$ cat config.mk
export PLATFORM = sky130hd
export DESIGN_NAME = cby_param_dbuf
export DESIGN_NICKNAME = d
export VERILOG_FILES = /design/src/rtl/cby_pkg.sv /design/src/rtl/cby_ipin_mux.sv /design/src/rtl/cby_param_dbuf.sv
export SDC_FILE = /design/constraint.sdc
export NUM_CORES = 1
export LEC_CHECK = 0
export ABC_CLOCK_PERIOD_IN_PS = 1900
export CAP_MARGIN = 15
export CORE_MARGIN = 2
export CORE_UTILIZATION = 30
export DETAILED_ROUTE_END_ITERATION = 10
export PLACE_DENSITY = 0.59
export SYNTH_ARGS = -nofsm -noshare
export SYNTH_HDL_FRONTEND = slang
export SYNTH_SLANG_ARGS = --single-unit
$ cat constraint.sdc
create_clock -name prog_clk -period 1.9 [get_ports prog_clk]
set_input_delay 0.38 -clock prog_clk [delete_from_list [all_inputs] [get_ports prog_clk]]
set_output_delay 0.38 -clock prog_clk [all_outputs]
set_load 0.02 [all_outputs]
$ cat src/rtl/cby_pkg.sv
// Shared definitions for the vertical connection block: default sizes and
// the track-pattern / select-width helpers used when building pin muxes.
// Pure compile-time content; no logic or state.
package cby_pkg;

   localparam int CBY_CHAN_W     = 9;
   localparam int CBY_NUM_IPIN   = 10;
   localparam int CBY_MUX_SIZE   = 6;
   localparam int CBY_TRACK_STEP = 4;

   // Track feeding candidate pair j of pin p; pairs walk the channel in
   // steps of 'step' and wrap so every pin sees a spread of tracks.
   function automatic int cby_track_idx(input int p, input int j,
                                        input int chan_w, input int step);
      return (p + j * step) % chan_w;
   endfunction

   // Select bits needed for a mux of mux_size inputs (at least 1).
   function automatic int cby_sel_w(input int mux_size);
      return (mux_size <= 2) ? 1 : $clog2(mux_size);
   endfunction

endpackage

$ cat src/rtl/cby_ipin_mux.sv
// Purpose: MUX_SIZE:1 pin selector; selects beyond MUX_SIZE or en=0 give 0.
// Latency: purely combinational.
// Backpressure: none; output follows cand/sel/en continuously.
// Ports: cand (candidate tracks), sel (select field), en (config valid), y (pin drive).
module cby_ipin_mux #(
   parameter int MUX_SIZE = 6,
   parameter int SEL_W    = 3
) (
   input  logic [MUX_SIZE-1:0] cand,
   input  logic [SEL_W-1:0]    sel,
   input  logic                en,
   output logic                y
);

   // Matching against each legal index means unused select codes never
   // match and fall through to the zero default.
   always_comb begin
      y = 1'b0;
      if (en) begin
         for (int k = 0; k < MUX_SIZE; k++) begin
            if (sel == SEL_W'(k)) begin
               y = cand[k];
            end
         end
      end
   end

endmodule

$ cat src/rtl/cby_param_dbuf.sv
// Purpose: vertical connection block, track pass-through plus NUM_IPIN pin muxes
//          configured through a double-buffered (shadow/active) serial chain.
// Latency: pass-through and pin muxes combinational; chain 1 prog_clk per stage.
// Backpressure: none; a commit without exactly TOTAL shifted bits is dropped and flagged.
// Ports: prog_clk/prog_reset_n (sync, active-low); chany_{bottom,top}_{in,out} tracks;
//        ccff_head/en/commit/tail config chain; ipin_out pins; cfg_valid/full/err status.
module cby_param_dbuf
   import cby_pkg::*;
#(
   parameter int CHAN_W     = CBY_CHAN_W,
   parameter int NUM_IPIN   = CBY_NUM_IPIN,
   parameter int MUX_SIZE   = CBY_MUX_SIZE,
   parameter int TRACK_STEP = CBY_TRACK_STEP,
   parameter int SEL_W      = cby_sel_w(MUX_SIZE),
   parameter int TOTAL      = NUM_IPIN * SEL_W
) (
   input  logic                prog_clk,
   input  logic                prog_reset_n,
   input  logic [CHAN_W-1:0]   chany_bottom_in,
   input  logic [CHAN_W-1:0]   chany_top_in,
   output logic [CHAN_W-1:0]   chany_bottom_out,
   output logic [CHAN_W-1:0]   chany_top_out,
   input  logic                ccff_head,
   input  logic                ccff_en,
   input  logic                ccff_commit,
   output logic                ccff_tail,
   output logic [NUM_IPIN-1:0] ipin_out,
   output logic                cfg_valid,
   output logic                cfg_full,
   output logic                cfg_err
);

   // Counter must reach TOTAL+1, the saturated "too many bits" value.
   localparam int CNT_W = $clog2(TOTAL + 2);
   localparam logic [CNT_W-1:0] CNT_FULL = CNT_W'(TOTAL);
   localparam logic [CNT_W-1:0] CNT_SAT  = CNT_W'(TOTAL + 1);

   logic [TOTAL-1:0] shadow;
   logic [TOTAL-1:0] active;
   logic [CNT_W-1:0] bit_cnt;

   assign chany_bottom_out = chany_top_in;
   assign chany_top_out    = chany_bottom_in;

   assign ccff_tail = shadow[TOTAL-1];
   assign cfg_full  = (bit_cnt == CNT_FULL);

   always_ff @(posedge prog_clk) begin
      if (!prog_reset_n) begin
         shadow    <= '0;
         active    <= '0;
         bit_cnt   <= '0;
         cfg_valid <= 1'b0;
         cfg_err   <= 1'b0;
      end else begin
         if (ccff_en) begin
            shadow <= {shadow[TOTAL-2:0], ccff_head};
         end
         if (ccff_commit && cfg_full) begin
            // active takes the pre-shift shadow; a same-cycle shift bit
            // is the first bit of the next load, hence count restarts at 1.
            active    <= shadow;
            cfg_valid <= 1'b1;
            bit_cnt   <= ccff_en ? CNT_W'(1) : '0;
         end else begin
            if (ccff_commit) begin
               cfg_err <= 1'b1;
            end
            if (ccff_en && (bit_cnt != CNT_SAT)) begin
               bit_cnt <= bit_cnt + CNT_W'(1);
            end
         end
      end
   end

   for (genvar p = 0; p < NUM_IPIN; p++) begin : g_pin
      logic [MUX_SIZE-1:0] cand;

      // Even candidates come from the bottom track, odd from the top track
      // of the same index, so each pair covers both directions.
      for (genvar k = 0; k < MUX_SIZE; k++) begin : g_cand
         localparam int T = cby_track_idx(p, k / 2, CHAN_W, TRACK_STEP);
         if (k % 2 == 0) begin : g_even
            assign cand[k] = chany_bottom_in[T];
         end else begin : g_odd
            assign cand[k] = chany_top_in[T];
         end
      end

      cby_ipin_mux #(
         .MUX_SIZE (MUX_SIZE),
         .SEL_W    (SEL_W)
      ) u_mux (
         .cand (cand),
         .sel  (active[p*SEL_W +: SEL_W]),
         .en   (cfg_valid),
         .y    (ipin_out[p])
      );
   end

endmodule

==> results of run 1 <==
per-layer routing:
layer | share of wire, % | track usage (%) | vias to the layer above
li1 | - | - | 1316
met1 | 46 | 18.4 | 1236
met2 | 46 | 22.1 | 74
met3 | 6.7 | 3.47 | 9
met4 | 1.4 | 6.14 | 0
met5 | 0 | 0 | -
worst max-delay path: cells and delay by family, from the launching register on:
kind | cells | cell delay [ps]
mux | 1 | 490
compound gates | 1 | 80
flops | 1 | 350
buf+inv | 1 | 160
simple gates | 1 | 110
final timing paths:
path,start,to,slack (ps),cells after the start
max,active[27],ipin_out[9],-20,4
min reg2reg,shadow[27],active[27],480,2
min,ccff_en,bit_cnt[0],480,3
max reg2reg,bit_cnt[0],bit_cnt[1],210,6
flip-flops by register name, summed over array words and instances (netlist names):
signal and flops:
active 30, bit_cnt 5, cfg_err 1, cfg_valid 1
shadow 30
logic make-up (layout without fill, tap and decap cells):
family / count (synthesis) / in the layout / share of synthesized area, %
buf+inv: 57 / 107 / 11.0
compound gates: 76 / 76 / 12.9
fa+ha+maj: 3 / 3 / 1.14
flops: 67 / 67 / 40.7
simple gates: 95 / 95 / 14.7
mux: 51 / 51 / 19.3
xor+xnor: 1 / 1 / 0.266
synthesized netlist by cell type (all sizes together):
master    n
o21a      1
ha        3
mux2i    41
nand4     1
a2111oi   1
nor4      1
mux4     10
buf      43
and3      4
clkbuf   10
and2b     1
a211oi    1
nor3b     1
nand3    30
nand2    10
nand3b   11
nor3      2
a21oi    31
nor2     34
o31ai    10
o21ai    31
dfxtp    67
inv       4
o31a      1
xor2      1
timing repair:
action                                  CTS  global route
cloned                                    0             0
pin swaps                                 2             1
endpoints found under the setup margin   29            11
endpoints found under the hold margin     0             0
setup buffers                             2             0
resized for setup                        91             5
report_power, final:
part / total, mW / switching (mW) / internal [mW]
combinational: 0.275 / 0.148 / 0.127
sequential: 1.42 / 0.00697 / 1.41
clock: 1.38 / 0.568 / 0.814
total: 3.08 / 0.723 / 2.35
through the flow:
stage | power [mW] | worst slack, ps | area (sq um) | cells
final | 3.08 | -23.7 | 4160 | 540
after global routing | 3.19 | -104 | 4160 | 540
after CTS | 3.11 | -54.9 | 4160 | 540
after detailed placement | 1.74 | -717 | 3940 | 523
after global placement | 1.74 | -703 | 3940 | 523
after floorplan | 1.62 | 318 | 3290 | 350
final cells by class:
type	instances	share of cell area, %
inverters	4	0.421
flip-flops and latches	67	32.6
well taps	140	4.21
multi-input cells	226	38.7
clock buffers	11	3.64
clock inverters	5	2.02
repair buffers	87	18.4
==> implementation parameters, run 1 <==
Parameter                              Value

Run status
  Outcome ... finished, violations left
  Violated checks ... setup timing

Synthesis
  Count of distinct cell types in the synthesized netlist ... 31
  Instance count of the mapped netlist ... between 300 and 400
  Mapped Area ... between 3000 and 4000 sq um
  Count of warnings emitted by yosys ... 0
  Synth top area share ... between 40% and 50%
  Post-synthesis net count ... between 300 and 400
  Number of register bits inferred by synthesis ... between 60 and 70
  Top area cells in the synthesized netlist ... dfxtp_1 (41%), mux2i_1 (12%), buf_4 (7.1%)
  Sequential share of the synthesized area ... approximately 40%
  Library cell occupying the most area in the post-synthesis netlist ... dfxtp_1
  Mean area per synthesized cell ... approximately 9.4 sq um

Job
  Maximum Capacitance Violations ... 0

Layout
  Most frequent cells in the layout ... dfxtp_1 (56), mux2i_1 (41), buf_4 (35), nor2_1 (34)
  Sequential standard cell area ... about 1400 sq um
  Multi-input gate area ... between 1500 and 2000 sq um
  Area growth from synthesis to layout ... 26.3%
  # nets final ... 421
  Filler cell count in the final layout ... 1083
  Commonest non-fill, non-tap cell in the layout ... dfxtp_1
  Share of cells above drive strength 1 ... a little under a quarter
  Final Util ... 38.5%
  Diodes inserted ... 0

Global routing
  Overall track demand over capacity in global routing ... approximately 14%
  First-pass GRT wire length ... around 13 mm
  Total overflow reported by the global router ... 0
  Vias in the first global route ... between 2000 and 2500
  Number of antenna violations at the first check in global routing ... 0
  Largest net degree at the start of global routing ... 42

Critical path
  Cells along the critical path ... mux4_2, nand3b_1, o31ai_2, buf_4
  Data arrival time of the worst path ... approximately 1500 ps
  Kind of capture point of the worst setup path ... output port
  Critical Path Max Stage Delay ... approximately 490 ps
  WS Path Type ... flop to output port
  Required time of the critical path ... 1520 ps
  Critical path startpoint category ... flop
  Highest fanout seen on the critical path ... 3
  Slowest stage cell, crit path ... mux4_2

Place
  Number of input and output port buffers inserted ... 54
  GP Congestion ... just under 0.8
  DP Wirelength ... roughly 5.6 mm

Floorplanning
  Die W ... ~110 um
  Core area ... around 11000 sq um
  Row cnt ... 38
  Die outline area ... roughly 12000 sq um
  I/O pins ... 55
  Effective utilization at floorplan ... 30.5%
  Die height ... around 110 um

STA
  Transition at the pin with the smallest max-transition slack ... 353 ps
  Min cycle time layout ... 1920 ps
  Max-slew violations ... 0
  Max-slew headroom ... 76.4%
  Period utilization ... 101%
  Number of endpoints failing setup at the final stage ... 5
  Sum of negative setup slack ... -67.4 ps
  Unrepaired setup endpoints after global routing ... true
  Final setup margin ... -23.7 ps
  Clock Skew ... 12.5 ps
  Minimum hold slack ... ~480 ps
  Achievable clock frequency ... just over 0.5 GHz
  Fin. Hold Viols ... 0

Power and ir drop
  Reported leakage power ... roughly 1.6 nW
  Power density over cell area ... ~740 nW/um^2
  Maximum ir drop on the vdd rail ... roughly 0.00042 V

Clock tree
  Cell at the root of the clock tree ... clkbuf_8
  Quantity of hold-fixing buffers added after cts ... 0
  Count of H-tree levels built during CTS ... 3
  CTS tree ... built
  CTS clock-pin slew for the worst setup and hold paths ... ~80 ps
  Clock Sinks ... 67
  TritonCTS Buffers ... 9
  Maximum root-to-sink buffer count ... 2
  Source-to-sink clock delay at the later pin of the worst-skew pair ... ~360 ps

Route
  Wire length reported by the detailed router ... between 7 and 8 mm
  Post-route DRC violation count ... 0
  DRT antenna net count ... 0
  Count of TritonRoute iterations in the first routing pass ... 4
  Vias per inst ... 4.88
  Routed length per instance ... between 10 and 15 um
  Via Count ... 2635
  Detailed Route Iter0 Violations ... 129

Worst hold path
  Path category of the worst min-delay check ... primary input to flop
No activity file was read; power rests on OpenSTA's default activity.
==> inputs of run 2 (changes only) <==
- ABC_CLOCK_PERIOD_IN_PS: 1900 -> 1800
- CTS_BUF_LIST: default -> sky130_fd_sc_hd__clkbuf_4 sky130_fd_sc_hd__clkbuf_8 sky130_fd_sc_hd__clkbuf_16
- MAX_ROUTING_LAYER: default -> met4
- clock period: 1.9 -> 1.8 ns (I/O delays scaled with it)
==> run 2 against run 1 <==
The flow still finishes with violations (setup timing). Final cell count increased by 0.56%. First-iteration DRC count grew 7.0%. Count of clock-buffer cells in the layout is 2 higher. Cell area rose by 0.21%. Sequential power up 6%. Combinational power up 8.0%. Routed wire length increased by 1.0%. Die area unchanged. Register-to-register slack worse by 110 ps. Sequential share of layout area shrank 0.098 points. Worst hold slack got worse by 6.5 ps. Critical path type unchanged. Highest routed layer unchanged.
==> implementation parameters, run 2 (synthesized netlist as in run 1, its figures left out) <==
Parameter                              Value

Run status
  Outcome ... finished, violations left
  Violated checks ... setup timing

Critical path
  Critical path startpoint category ... flop
  Slowest stage cell, crit path ... mux4_2
  Data arrival time of the worst path ... approximately 1600 ps
  Reg-to-reg endpoint ... bit_cnt[1]
  Highest fanout seen on the critical path ... 3
  Cells along the critical path ... mux4_2, nand3b_1, o31ai_2, buf_4
  R2r startpoint ... bit_cnt[0]
  Slack of the worst reg-to-reg path ... ~100 ps
  Kind of capture point of the worst setup path ... output port
  Launching element of the worst setup path ... active[27]
  Critical Path Max Stage Delay ... ~500 ps
  WS Path Type ... flop to output port
  Register-to-Register Path Depth ... 6
  Required time of the critical path ... between 1000 and 1500 ps

Layout
  Filler cell count in the final layout ... 1103
  # nets final ... between 400 and 500
  Commonest non-fill, non-tap cell in the layout ... dfxtp_1
  Final Util ... between 30% and 40%
  Most frequent cells in the layout ... dfxtp_1 (57), mux2i_1 (41), buf_4 (35), nor2_1 (34)
  Area growth from synthesis to layout ... 26.5%
  Diodes inserted ... 0
  Share of cells above drive strength 1 ... about a quarter
  Multi-input gate area ... 1630 sq um
  Largest registers ... active (30), shadow (30), bit_cnt (5)
  Sequential standard cell area ... roughly 1400 sq um

STA
  Fin. Hold Viols ... 0
  Min cycle time layout ... roughly 1900 ps
  Minimum hold slack ... around 470 ps
  Achievable clock frequency ... about 0.52 GHz
  Number of endpoints failing setup at the final stage ... 10
  Final setup margin ... -113 ps
  Transition at the pin with the smallest max-transition slack ... roughly 350 ps
  Clock Skew ... between 4 and 5 ps
  Period utilization ... 106%
  Unrepaired setup endpoints after global routing ... true
  Max-slew violations ... 0
  Max-slew headroom ... about three quarters

Route
  Wire length reported by the detailed router ... around 8.0 mm
  Post-route DRC violation count ... 0
  Detailed Route Iter0 Violations ... around 140
  DRT antenna net count ... 0
  Count of TritonRoute iterations in the first routing pass ... 4
  Via Count ... approximately 2700
  Routed length per instance ... 14.8 um
  Vias per inst ... 4.95

Power and ir drop
  Part of the power in combinational logic ... under 10%
  Power density over cell area ... approximately 730 nW/um^2
  Maximum ir drop on the vdd rail ... approximately 0.00033 V
  Net Switching ... between 0.6 and 0.7 mW
  Reported leakage power ... roughly 1.6 nW
  Part of the power in the clock network ... between 40% and 50%
  Overall power of the completed layout ... 3.06 mW
  Switching share of power ... 22.6%
  Int Power ... ~2.4 mW
  Share of power burned in registers ... around half

Clock tree
  CTS tree ... built
  Quantity of hold-fixing buffers added after cts ... 0
  Clock Sinks ... between 60 and 70
  Count of H-tree levels built during CTS ... 3
  Maximum root-to-sink buffer count ... 2
  Source-to-sink clock delay at the later pin of the worst-skew pair ... roughly 330 ps
  TritonCTS Buffers ... 9
  Cell at the root of the clock tree ... clkbuf_8
  CTS clock-pin slew for the worst setup and hold paths ... approximately 70 ps

Place
  GP Congestion ... approximately 0.84
  Number of input and output port buffers inserted ... 54
  DP Wirelength ... ~5.7 mm

Floorplanning
  Die height ... about 110 um
  Effective utilization at floorplan ... slightly above 30%
  Die outline area ... roughly 12000 sq um
  Core area ... around 11000 sq um
  Die W ... ~110 um
  Row cnt ... 38
  I/O pins ... between 50 and 60

Global routing
  Total overflow reported by the global router ... 0
  Overall track demand over capacity in global routing ... between 10 and 15%
  Largest net degree at the start of global routing ... approximately 40
  First-pass GRT wire length ... approximately 13 mm
  Vias in the first global route ... roughly 2600
  Number of antenna violations at the first check in global routing ... 0

Worst hold path
  Hold Path Sink ... bit_cnt[0]
  Hold depth ... 3
  Hold_sp ... ccff_en
  Path category of the worst min-delay check ... primary input to flop

Job
  Maximum Capacitance Violations ... 0
==> run 2: cell types whose count changed in the layout (fill, tap and decap cells not counted), sizes merged, moves of 2 or more <==
cell	before	now
buf	44	49
clkdlybuf4s50	24	22
clkinvlp	2	0
dlygate4sd2	16	19
==> run 2: cell type report <==
| class | count | share of cell area, % |
|---|---|---|
| clock inverter | 2 | 0.840 |
| clock buffer | 13 | 3.99 |
| timing repair buffer | 91 | 19.1 |
| inverter | 4 | 0.420 |
| tap | 140 | 4.20 |
| multi-input combinational | 226 | 39.0 |
| sequential | 67 | 32.5 |
==> run 2: timing repair <==
item                                    CTS  global route
gates resized for setup                  93             6
pin swaps                                 3             3
setup buffers                             4             1
endpoints found under the setup margin   30            11
==> run 2: power groups by stage <==
stage	clock [mW]	combinational, mW	sequential, mW
floorplan	0	0.174	1.53
global placement	0	0.307	1.53
detailed placement	0	0.313	1.53
CTS	1.30	0.299	1.50
global route	1.36	0.320	1.50
finish	1.26	0.297	1.50
==> run 2: worst max path at each step <==
stage                        to  slack [ps]  cells after the start
floorplan            bit_cnt[1]         220                      6
global placement    ipin_out[0]        -750                      6
detailed placement  ipin_out[0]        -780                      6
CTS                 ipin_out[9]        -140                      4
global route        ipin_out[9]        -190                      4
finish              ipin_out[9]        -110                      4
==> run 2: through the flow <==
stage	setup TNS, ps	worst slack (ps)	std cells	instance area (sq um)
after floorplan	0	218	350	3290
after global placement	-9350	-749	524	3950
after CTS	-834	-142	542	4150
after global routing	-1330	-191	543	4170
after detailed placement	-9640	-780	524	3950
final	-652	-113	543	4170
==> run 2: layer usage <==
layer / up-vias / track usage (%) / share of wire [%]
met1: 1275 / 17.9 / 47
met3: 17 / 2.87 / 5.1
li1: 1319 / - / -
met4: 0 / 6.41 / 1.9
met2: 79 / 23.2 / 46
met5: - / - / 0
==> run 2: critical path, delay by kind of cell (launching register included) <==
| kind | cells | cell delay [ps] |
|---|---|---|
| muxes | 1 | 500 |
| and+or+nand+nor | 1 | 110 |
| AOI/OAI and AO/OA | 1 | 90 |
| DFF | 1 | 360 |
| buffers and inverters | 1 | 170 |
==> RTL change 1, RTL diff (flow settings as in run 2) <==
Reset style: asynchronous (`prog_reset_n`), changed in one clocked block.
--- a/src/rtl/cby_param_dbuf.sv
+++ b/src/rtl/cby_param_dbuf.sv
@@ -45,7 +45,7 @@
    assign ccff_tail = shadow[TOTAL-1];
    assign cfg_full  = (bit_cnt == CNT_FULL);
 
-   always_ff @(posedge prog_clk) begin
+   always_ff @(posedge prog_clk or negedge prog_reset_n) begin
       if (!prog_reset_n) begin
          shadow    <= '0;
          active    <= '0;
Formal check against the unedited RTL: differs if prog_reset_n is asserted again (counterexample within 4 cycles, from zero or initial values and one cycle with prog_reset_n low); with prog_reset_n held inactive, the same outputs for 10 cycles.
==> RTL change 1 against run 2 <==
  * The run still ends with negative setup slack left
  * Largest cell class is now sequential cells
  * Critical path depth is the same
  * Wire length fell by 4.4%
  * Synthesized area is 4.9% higher
  * Global-route usage down 1.3 points
  * Core utilization rose by 2.3 points
  * Critical endpoint unchanged
  * Cell area grew 11%
  * Worst setup slack worse by 0.0085 ns
  * Sequential cell count stayed put
Power is not compared: it rests on default switching activity, and its combinational part moved more than twofold at a synthesized area within 25%.
==> RTL change 1: results (changes against run 2) <==
Run status
  • Status: finished with violations (unchanged)
  • Failing checks: negative setup slack (unchanged)

Drt
  • Via-per-instance ratio: 4.71 (was 4.95)
  • Routed len/inst: 16.5 um (was 14.8 um)
  • DR vias: 2179 (was 2690)
  • 1st-pass router iterations: 4 (unchanged)
  • Initial DRC Count: 87 (was 138)

Finish
  • ANT cells: 0 (unchanged)
  • FILL cells: 1096 (was 1103)
  • Layout cell share with drive strength beyond 1: 49.1% (was 24.1%)
  • Layout Nets: 341 (was 425)
  • Largest regs: active x30, shadow x30, bit_cnt x5 (unchanged)

Logic synthesis
  • Top post-synthesis cells by count: 67 x dfrtp_1, 35 x mux2_2, 28 x buf_4 (was 67 x dfxtp_1, 41 x mux2i_1, 34 x nor2_1)
  • Post-synthesis sequential area ratio: 48.5% (was 40.7%)
  • Cell count after synthesis: 243 (was 350)
  • YS warnings: 0 (unchanged)
  • Synth area leaders: dfrtp_1 49%, mux2_2 11%, mux2_4 11%, mux4_2 6.5%, buf_4 6.1% (was dfxtp_1 41%, mux2i_1 12%, buf_4 7.1%, mux4_2 6.8%, a21oi_1 4.7%)
  • Syn nets: 269 (was 376)
  • Synth async-reset ratio: 100% (was 0%)
  • Synth unique cells: 31 (unchanged)

Timing
  • Clock Skew: 0.00423 ns (was 0.00478 ns)
  • Final setup margin: -0.121 ns (was -0.113 ns)
  • Slew @ Worst Pin: 0.362 ns (was 0.352 ns)
  • Final TNS setup: -0.929 ns (was -0.652 ns)
  • Setup violators final: 10 (unchanged)

Global route
  • Total GRT Usage: 13.3% (was 14.6%)
  • First-pass GRT wire length: 12500 um (was 12900 um)
  • Antenna violations before repair: 0 (unchanged)
  • Largest net degree at the start of global routing: 68 (was 41)
  • Vias in the first global route: 2346 (was 2581)

Clock network
  • Hold-fix buffers, CTS: 0 (unchanged)
  • Clk buf depth: 2 (unchanged)
  • CTS HTree Levels: 3 (unchanged)
  • Clk_lat worst skew: 0.33 ns (about the same)
  • Num CTS Buffers: 9 (unchanged)
  • Clk slew on worst S/H paths: 0.05 ns (was 0.07 ns)
  • CTS root buffer: clkbuf_16 (was clkbuf_8)

Place
  • DP HPWL: 5260 um (was 5700 um)
  • Final GP Congestion: 0.759 (was 0.842)
  • Pre-CTS WS: -0.783 ns (was -0.780 ns)
  • Placed cells: 438 (was 524)
  • # port buffers: 54 (unchanged)
  • DP Area: 4200 um2 (was 3950 um2)

Pwr
  • Worst vdd ir: 0.510 mV
  • Pleak: 2.13 nW

Worst setup path
  • Worst Path Max Fanout: 2 (was 3)
  • Worst EP arrival: between 1.5 and 2 ns

Min path
  • Hold Crit Class: input port to async pin (was input port to flop)
[RTL change 1: cell types whose count changed after synthesis, sizes merged, moves of 3 or more]
| cell | delta |
|---|---|
| nor2 | -32 |
| dfrtp | +67 |
| and3 | -3 |
| o21ai | -29 |
| nand3 | -28 |
| clkbuf | -8 |
| buf | -6 |
| dfxtp | -67 |
| mux2 | +60 |
| a21oi | -29 |
| mux2i | -30 |
[RTL change 1: kinds of logic (layout without fill, tap and decap cells)]
group                    after synthesis  after routing  synth area share (%)
multiplexers                          81             81                  32.0
flip-flops                            67             67                  48.5
buffers and inverters                 41            118                  9.20
AND/OR/NAND/NOR                       33             33                  5.61
AO/OA/AOI/OAI                         17             17                  3.37
adder cells (fa/ha/maj)                3              3                  1.09
XOR/XNOR                               1              1                 0.253
[RTL change 1: area by class of cell]
| cell class | count | area (um2) | area share [%] |
|---|---|---|---|
| clock inverters | 6 | 88.8 | 1.92 |
| multi-input cells | 135 | 1520 | 32.8 |
| well taps | 143 | 179 | 3.86 |
| inverters | 2 | 7.51 | 0.162 |
| repair buffers | 100 | 927 | 20.0 |
| clock buffers | 10 | 239 | 5.15 |
| flip-flops and latches | 67 | 1680 | 36.2 |
[RTL change 1: final timing paths]
| kind | endpoint | slack, ns | startpoint | depth (start not counted) |
|---|---|---|---|---|
| max in group asynchronous | active[14] | 1.46 | prog_reset_n | 2 |
| worst max-delay path | ipin_out[9] | -0.12 | active[27] | 4 |
| worst max register to register | bit_cnt[3] | 0.07 | bit_cnt[0] | 8 |
| min in group prog_clk | cfg_err | 0.48 | cfg_err | 1 |
| worst min register to register | cfg_err | 0.48 | cfg_err | 1 |
| worst min-delay path | bit_cnt[4] | 0.04 | prog_reset_n | 2 |
[RTL change 1: routing by layer]
metal | vias up | GRT usage [%] | part of all wire, %
li1 | 1004 | - | -
met2 | 60 | 19.6 | 47
met5 | - | - | 0
met4 | 0 | 4.20 | 1.0
met3 | 9 | 4.08 | 5.3
met1 | 1106 | 17.6 | 47
[RTL change 1: worst max-delay path: stages (launching register included)]
cell      delay [ns]
dfrtp_1         0.38
mux4_2          0.50
nand3b_1        0.11
o31ai_2         0.08
buf_2           0.17
[RTL change 1: power breakdown]
part	total [mW]	switching [mW]	internal [mW]	leakage [nW]
Sequential	2.41	0.410	2.00	0.865
Combinational	1.67	0.641	1.03	1.11
Clock	1.90	0.649	1.25	0.155
Total	5.97	1.70	4.27	2.13
[RTL change 1: timing repair]
| item | 4_1_cts | 5_1_grt |
|---|---|---|
| buffers inserted | 7 | 2 |
| gates resized for setup | 88 | 11 |
| endpoints found under the setup margin | 49 | 43 |
| cloned | 1 | 1 |
| pin swaps | 2 | 6 |
==> RTL change 2, RTL diff (flow settings as in run 2) <==
Made on the original files. `CBY_MUX_SIZE`: 6 -> 5.
--- a/src/rtl/cby_pkg.sv
+++ b/src/rtl/cby_pkg.sv
@@ -5,7 +5,7 @@
 
    localparam int CBY_CHAN_W     = 9;
    localparam int CBY_NUM_IPIN   = 10;
-   localparam int CBY_MUX_SIZE   = 6;
+   localparam int CBY_MUX_SIZE   = 5;
    localparam int CBY_TRACK_STEP = 4;
 
    // Track feeding candidate pair j of pin p; pairs walk the channel in
Function: no difference found for any inputs over 10 cycles, from zero or initial values and one cycle with prog_reset_n low; that may be too few to reach the edited logic, so the function may still have changed.
==> RTL change 2 against run 2 <==
  * Clock power shrank 5%
  * Cell area fell by 4.5%
  * Die area grew 0.26%
  * Register-to-register slack improved by 0.03 ns
  * Largest power group unchanged
  * Via count increased by 5.4%
  * Worst setup slack improved by 0.14 ns
  * Total power decreased by 2.9%
  * Non-clock buffer count shrank 17
  * Sequential cell count is the same
  * Highest routed layer unchanged
  * Synthesized area grew 0.27%
  * Wire length increased by 0.31%
==> RTL change 2: results (changes against run 2) <==
Run status
  • Status: finished clean (was finished with violations)

Worst setup path
  • Crit path largest cell delay: 0.59 ns (was 0.50 ns)
  • Crit path to: chany_top_out[3] (was ipin_out[9])
  • Worst Path Max Fanout: 4 (was 3)
  • Flop2flop setup slack: 0.13 ns (was 0.10 ns)
  • Crit-path slowest cell: clkdlybuf4s50_1 (was mux4_2)
  • Worst EP arrival: 1.41 ns (was 1.55 ns)
  • Crit path launch: chany_bottom_in[3] (was active[27])

Finish
  • Layout Nets: 438 (was 425)
  • Layout Cells excl Fill: 556 (was 543)
  • FILL cells: 1100 (was 1103)
  • Layout cell share with drive strength beyond 1: 15.9% (was 24.1%)

Logic synthesis
  • Top post-synthesis cells by count: 67 x dfxtp_1, 44 x nor2_1, 41 x a21oi_1, 41 x mux2i_1 (was 67 x dfxtp_1, 41 x mux2i_1, 34 x nor2_1)
  • Synth area leaders: dfxtp_1 41%, mux2i_1 12%, buf_4 7.0%, a21oi_1 6.2%, nor2_1 5.0% (was dfxtp_1 41%, mux2i_1 12%, buf_4 7.1%, mux4_2 6.8%, a21oi_1 4.7%)
  • Avg Cell Area, Syn: 8.72 um2 (was 9.41 um2)
  • Syn nets: 405 (was 376)

Timing
  • Clock Skew: 0.0117 ns (was 0.00478 ns)
  • Slew Limit Headroom: 74.8% (was 76.4%)

Pwr
  • Clk power: 1.20 mW (was 1.26 mW)
  • P per Cell Area: 746 nW/um2 (was 733 nW/um2)
  • Sw frac: 24.2% (was 22.6%)
  • Reg power frac: 50.4% (was 49.0%)
  • Worst vdd ir: 0.340 mV (was 0.328 mV)

Global route
  • Largest net degree at the start of global routing: 39 (was 41)
  • First-pass GRT wire length: 13200 um (was 12900 um)
  • Vias in the first global route: 2647 (was 2581)
  • Total GRT Usage: 14.7% (was 14.6%)

Place
  • DP Area: 3830 um2 (was 3950 um2)
  • DP HPWL: 5630 um (was 5700 um)
  • Placed cells: 540 (was 524)

Drt
  • Total Routed Length: 8040 um (was 8010 um)
  • Initial DRC Count: 167 (was 138)

Min path
  • Hold Crit Class: flop to flop (was input port to flop)
  • Hold path cells: 2 (was 3)
RTL change 2: how the worst min path moves through the flow:
stage	endpoint
floorplan	active[0]
global placement	cfg_err
detailed placement	cfg_err
CTS	bit_cnt[0]
global route	bit_cnt[1]
finish	active[22]
RTL change 2: critical path: cells and delay by family:
| kind | cells | cell delay (ns) |
|---|---|---|
| buffers and inverters | 3 | 1.05 |
RTL change 2: cells by family after synthesis:
family	after synthesis	synth area share [%]
multiplexers	41	12.4
XOR/XNOR	1	0.265
buffers and inverters	56	10.9
AO/OA/AOI/OAI	86	15.1
AND/OR/NAND/NOR	125	19.6
flip-flops	67	40.6
adder cells (fa/ha/maj)	3	1.14
RTL change 2: metrics by stage:
step                utilization [%]  setup slack [ns]  setup TNS, ns
detailed placement             35.5            -0.620          -7.78
finish                         36.9            0.0257              0
global placement               35.5            -0.584          -7.49
global route                   36.9          -0.00927       -0.00927
floorplan                         -             0.218              0
CTS                            36.5           0.00825              0
RTL change 2: per-layer routing:
| metal | global-route usage (%) | routed length [um] |
|---|---|---|
| met1 | 18.5 | 3800 |
| met2 | 23.3 | 3750 |
| met3 | 3.59 | 418 |
| met4 | 4.40 | 68 |
| met5 | - | 0 |
RTL change 2: area by class of cell:
| class | instances | area [um2] | share of cell area, % |
|---|---|---|---|
| inverter | 4 | 17.5 | 0.440 |
| timing repair buffer | 74 | 634 | 15.9 |
| clock buffer | 10 | 131 | 3.30 |
| clock inverter | 5 | 55.1 | 1.38 |
| tap | 140 | 175 | 4.40 |
| multi-input combinational | 256 | 1610 | 40.4 |
| sequential | 67 | 1360 | 34.1 |
RTL change 2: what timing repair did:
action,in CTS,in global routing
hold buffers,0,0
setup buffers,0,1
resized for setup,68,16
setup endpoints to repair,30,14
